<file path="src/rtl/io_bus_responder.sv">
// io_bus_responder: memory-mapped I/O register file that answers shared-bus transactions after LAT cycles.
// Optional feature: define IO_BUS_ERR_EN to flag out-of-range accesses with err instead of aliasing them.
module io_bus_responder #(
  parameter int NREGS = 16,
  parameter int LAT   = 3
) (
  input  logic        clk_i,
  input  logic        reset_i,
  input  logic        en_i,
  input  logic        rd_wr_i,
  input  logic [31:0] addr_i,
  input  logic [1:0]  wr_size_i,
  input  logic [31:0] data_in_i,
  output logic [31:0] data_out_o,
  output logic        data_oe_o,
  output logic        ready_o,
  output logic        err_o
);

  localparam int IW = $clog2(NREGS);

  typedef enum logic [1:0] {IDLE, WAIT, RESP, HOLD} state_t;

  state_t        state_q;
  logic [3:0]    cnt_q;
  logic [IW+1:0] addr_q;
  logic          wr_q;
  logic [1:0]    size_q;
  logic          oor_q;
  logic [31:0]   regs_q [NREGS];
  logic          ready_q;
  logic          oe_q;
  logic [31:0]   dout_q;

  logic          oor_in;
  logic [IW+1:0] sel_addr;
  logic          sel_wr;
  logic          sel_oor;
  logic [31:0]   rd_word;
  logic [31:0]   reg_wr_d;
  logic [2:0]    nbytes;
  logic          enter_resp;

`ifdef IO_BUS_ERR_EN
  logic err_q;
  assign oor_in = |addr_i[31:IW+2];
  assign err_o  = err_q;
`else
  // Upper address bits are ignored so the register file aliases across the whole window.
  logic unused_addr;
  assign unused_addr = &{1'b0, addr_i[31:IW+2]};
  assign oor_in      = 1'b0;
  assign err_o       = 1'b0;
`endif

  assign data_out_o = dout_q;
  assign data_oe_o  = oe_q;
  assign ready_o    = ready_q;

  // With LAT=1 the response is built straight from the bus, otherwise from the latched request.
  always_comb begin
    if (state_q == IDLE) begin
      sel_addr = addr_i[IW+1:0];
      sel_wr   = rd_wr_i;
      sel_oor  = oor_in;
    end else begin
      sel_addr = addr_q;
      sel_wr   = wr_q;
      sel_oor  = oor_q;
    end
    rd_word    = regs_q[sel_addr[IW+1:2]] >> {sel_addr[1:0], 3'b000};
    enter_resp = en_i && (((state_q == IDLE) && (LAT == 1)) ||
                          ((state_q == WAIT) && (cnt_q == 4'd1)));
  end

  // Byte lanes past byte 3 fall off the end instead of wrapping into the next register.
  always_comb begin
    case (size_q)
      2'b00:   nbytes = 3'd1;
      2'b01:   nbytes = 3'd2;
      default: nbytes = 3'd4;
    endcase
    reg_wr_d = regs_q[addr_q[IW+1:2]];
    for (int k = 0; k < 4; k++) begin
      if ((k < int'(nbytes)) && ((int'(addr_q[1:0]) + k) < 4)) begin
        reg_wr_d[8*(int'(addr_q[1:0]) + k) +: 8] = data_in_i[8*k +: 8];
      end
    end
  end

  always_ff @(posedge clk_i) begin
    if (reset_i) begin
      state_q <= IDLE;
      cnt_q   <= '0;
      addr_q  <= '0;
      wr_q    <= 1'b0;
      size_q  <= '0;
      oor_q   <= 1'b0;
      ready_q <= 1'b0;
      oe_q    <= 1'b0;
      dout_q  <= '0;
`ifdef IO_BUS_ERR_EN
      err_q   <= 1'b0;
`endif
      for (int i = 0; i < NREGS; i++) begin
        regs_q[i] <= '0;
      end
    end else begin
      ready_q <= 1'b0;
      oe_q    <= 1'b0;
      dout_q  <= '0;
`ifdef IO_BUS_ERR_EN
      err_q   <= 1'b0;
`endif
      case (state_q)
        IDLE: begin
          if (en_i) begin
            addr_q  <= addr_i[IW+1:0];
            wr_q    <= rd_wr_i;
            size_q  <= wr_size_i;
            oor_q   <= oor_in;
            cnt_q   <= 4'(LAT - 1);
            state_q <= (LAT == 1) ? RESP : WAIT;
          end
        end
        WAIT: begin
          if (!en_i) begin
            state_q <= IDLE;
          end else begin
            cnt_q <= cnt_q - 4'd1;
            if (cnt_q == 4'd1) begin
              state_q <= RESP;
            end
          end
        end
        RESP: begin
          if (wr_q && !oor_q) begin
            regs_q[addr_q[IW+1:2]] <= reg_wr_d;
          end
          state_q <= en_i ? HOLD : IDLE;
        end
        HOLD: begin
          if (!en_i) begin
            state_q <= IDLE;
          end
        end
        default: state_q <= IDLE;
      endcase
      if (enter_resp) begin
        ready_q <= 1'b1;
        oe_q    <= !sel_wr;
        dout_q  <= (!sel_wr && !sel_oor) ? rd_word : 32'h0;
`ifdef IO_BUS_ERR_EN
        err_q   <= sel_oor;
`endif
      end
    end
  end

endmodule

</file>
<file path="config.mk">
export PLATFORM = sky130hd
export DESIGN_NAME = io_bus_responder
export DESIGN_NICKNAME = d
export VERILOG_FILES = /design/src/rtl/io_bus_responder.sv
export SDC_FILE = /design/constraint.sdc
export NUM_CORES = 1
export LEC_CHECK = 0
export CORE_ASPECT_RATIO = 1.2
export CORE_MARGIN = 10
export CORE_UTILIZATION = 35
export DETAILED_ROUTE_END_ITERATION = 6
export GPL_TIMING_DRIVEN = 0
export PLACE_DENSITY = 0.54
export SETUP_SLACK_MARGIN = 0.02
export SYNTH_ARGS = -nofsm -noshare
export SYNTH_HDL_FRONTEND = slang
export SYNTH_SLANG_ARGS = --single-unit
</file>
<file path="constraint.sdc">
create_clock -name clk_i -period 5.1 [get_ports clk_i]
set_input_delay 1.53 -clock clk_i [delete_from_list [all_inputs] [get_ports clk_i]]
set_output_delay 1.53 -clock clk_i [all_outputs]
set_load 0.005 [all_outputs]
</file>
==> results_dict.tcl <==
set metrics [dict create \
    required_ps 5630 \
    p_sw_frac 0.297 \
    cp_max_fo 10 \
    cts_made_buffers 56 \
    fin_util 0.406 \
    final_cell_mix "544 x nor2_1, 512 x edfxtp_1, 217 x nand2_1" \
    arrival_ps 5870 \
    syn_area_mm2 0.0304 \
    max_freq_ghz 0.187 \
    crit_cells 7 \
    synth_nets 2650 \
    path_clk_slew_ps 70 \
    finalWeightedCongestion 1.01 \
    cp_num_buf_inv 2 \
    reg2reg_slack_ps 30 \
    grt_use_total 0.297 \
    p_int_w 0.00840 \
    critPathKind "in2reg" \
    crit_path_cell_trace "clkdlybuf4s50_1 > nor4b_1 > a21oi_1 > clkbuf_1 > o211ai_1 > a22oi_1 > nand2_1" \
    grt_remaining_overflow 0 \
    io_pins 105 \
    status "complete, but fails checks" \
    holdBufCountCts 0 \
    clkSinkCount 565 \
    grt_pass1_vias 24835 \
    whs_path_depth 2 \
    yosys_register_bits 565 \
    postSynthAreaPerCell_um2 11.8 \
    report.power.total_w 0.0119 \
    dp_cells 3797 \
    power_frac_comb 0.179 \
    die_area_mm2 0.0990 \
    nNetsFinal 2801 \
    grt_start_max_net_pins 33 \
    post-dp-hpwl_um 106000 \
    synthFlopType "edfxtp_1" \
    routed_wl_um 151000 \
    drive_above_1_share 0.169 \
    die_y_um 343 \
    final_area_mm2 0.0350 \
    cap_violations 2 \
    violations "design-rule violations, max-capacitance violations, max-slew violations, negative setup slack" \
    fp.dieW_um 289 \
    clock_path_buffers 3 \
    yosys_warnings 0 \
    ff2ff_path_depth 10 \
    via_per_inst 6.60 \
    vias 25776 \
    setup_ws_ps -244 \
    synth_edf_count 512 \
    final_common_cell "nor2_1" \
    dr.pass1.iters 7 \
    end_kind "register" \
    worst_pin_slew_ps 1630 \
    fin_crit_sh 1.05 \
    critPathLaunchType "input port" \
    power_switching_w 0.00355 \
    syn_to_final_growth_pct 15.1 \
    slew_viol_final 16 \
    min_period_ps 5340 \
    rows 118 \
    place_area_mm2 0.0329 \
    cp_top_family "compound AO/OA/AOI/OAI gates" \
    async_flop_share 0 \
    drc 1 \
    setup_tns_ps -668 \
    hold_path.class "reg2reg" \
    synth_cell_types 81 \
    yosysSeqAreaShare 0.541 \
    detail_route.wl_per_cell_um 38.8 \
    p_per_area_mw_per_mm2 342 \
    clk_latency_ps 670 \
    cts_tree "done" \
    ant_nets 0 \
    finalSetupViolations 6 \
    vdd_drop_max_uv 289 \
    p_leak_nw 11.8 \
    clock_power_share 0.379 \
    syn_inst 2568 \
    cpMaxStageDelayCell "a21oi_1" \
    drt-initial-drc-count 4170 \
    core_region_area_mm2 0.0862 \
    cts_max_level 2 \
    max_stage_delay_ps 1240 \
    io_buffers 77 \
    max-slew-margin-rel -0.0840 \
    finalHoldViolCount 0 \
    cts-root-buf "clkbuf_16" \
    initial_core_util 0.352 \
    rsz0062_at_grt "true" \
    skew_ps 31.1 \
    final_cells 3908 \
    antenna_found_initial 8 \
    sequentialPowerShare 0.441 \
    grt_pass1_wl_um 203000 \
]
==> cell families (layout without fill, tap and decap cells) <==
group,count (synthesis),after routing,share of synthesized area
simple gates,1058,1058,0.152
flops,565,565,0.541
compound gates,387,387,0.0934
mux,291,291,0.168
buf+inv,254,449,0.0409
fa+ha+maj,12,12,0.00494
other cells,1,6,0.000123
==> power groups by stage <==
stage / sequential [W] / combinational, W / clock, W
after global placement: 0.00537 / 0.00198 / 0
after floorplan: 0.00533 / 0.00109 / 0
after CTS: 0.00527 / 0.00203 / 0.00449
final: 0.00527 / 0.00214 / 0.00453
after detailed placement: 0.00537 / 0.00201 / 0
after global routing: 0.00528 / 0.00214 / 0.00466
==> tightest hold or removal path, delay by kind of cell (launching register included) <==
family / cells / cell delay (ps)
DFF: 1 / 340
and+or+nand+nor: 1 / 70
AOI/OAI and AO/OA: 1 / 60
==> path summary, 6_finish.rpt <==
| kind | endpoint | start |
|---|---|---|
| max | data_out_o[2]$_SDFF_PP0_ | addr_i[5] |
| min | wr_q$_SDFFE_PP0P_ | wr_q$_SDFFE_PP0P_ |
| max reg2reg | regs_q[11][9]$_SDFFCE_PN0P_ | register |
| min reg2reg | wr_q$_SDFFE_PP0P_ | wr_q$_SDFFE_PP0P_ |
==> stage by stage <==
step / setup WS (ps) / hold WS, ps
after floorplan: 1470 / 444
after global placement: -1070 / 485
after detailed placement: -1010 / 499
after CTS: 25.3 / 506
after global routing: 4.94 / 524
final: -244 / 521
==> metal layers <==
layer | track usage | vias to the layer above | share of wire
li1 | - | 9980 | -
met1 | 0.341 | 12818 | 0.34
met2 | 0.459 | 2315 | 0.44
met3 | 0.0987 | 657 | 0.13
met4 | 0.220 | 6 | 0.092
met5 | 0 | - | 0.00033
==> registers in the layout (all words and copies together) (netlist names), named ones only <==
name / flops
addr_q: 6
cnt_q: 4
data_oe_o: 1
data_out_o: 32
ready_o: 1
regs_q: 512
size_q: 2
state_q: 2
wr_q: 1
==> synth_stat cells, drive strengths merged (17+ instances only) <==
master	count	area share
and2	17	0.0035
nor2b	19	0.0039
o21ai	95	0.016
a21oi	50	0.0086
nand3	111	0.018
mux2i	109	0.036
a22oi	24	0.0061
buf	102	0.022
and3	38	0.0078
a211oi	18	0.0046
nor2	554	0.069
a221oi	17	0.0082
nand4	20	0.0041
clkbuf	131	0.016
nand2	222	0.028
a31oi	45	0.0093
edfxtp	512	0.51
inv	19	0.0023
dfxtp	53	0.035
mux4	173	0.13
nand2b	28	0.0058
==> area by class of cell <==
class | instances | area, um^2
Antenna cell | 5 | 12.5
Buffer | 232 | 1180
Clock buffer | 70 | 1580
Clock inverter | 32 | 369
Fill cell | 8277 | 51300
Inverter | 21 | 78.8
Multi-Input combinational cell | 1749 | 12800
Sequential cell | 565 | 16400
Tap cell | 1140 | 1430
Timing Repair Buffer | 94 | 1060
==> what timing repair did <==
| item | in CTS | in global routing |
|---|---|---|
| pin swaps | 1 | 2 |
| endpoints found under the setup margin | 20 | 10 |
| gates resized for setup | 6 | 17 |
| hold endpoints to repair | 0 | 0 |
| buffers inserted | 3 | 2 |
(Power assumes the default switching activity.)
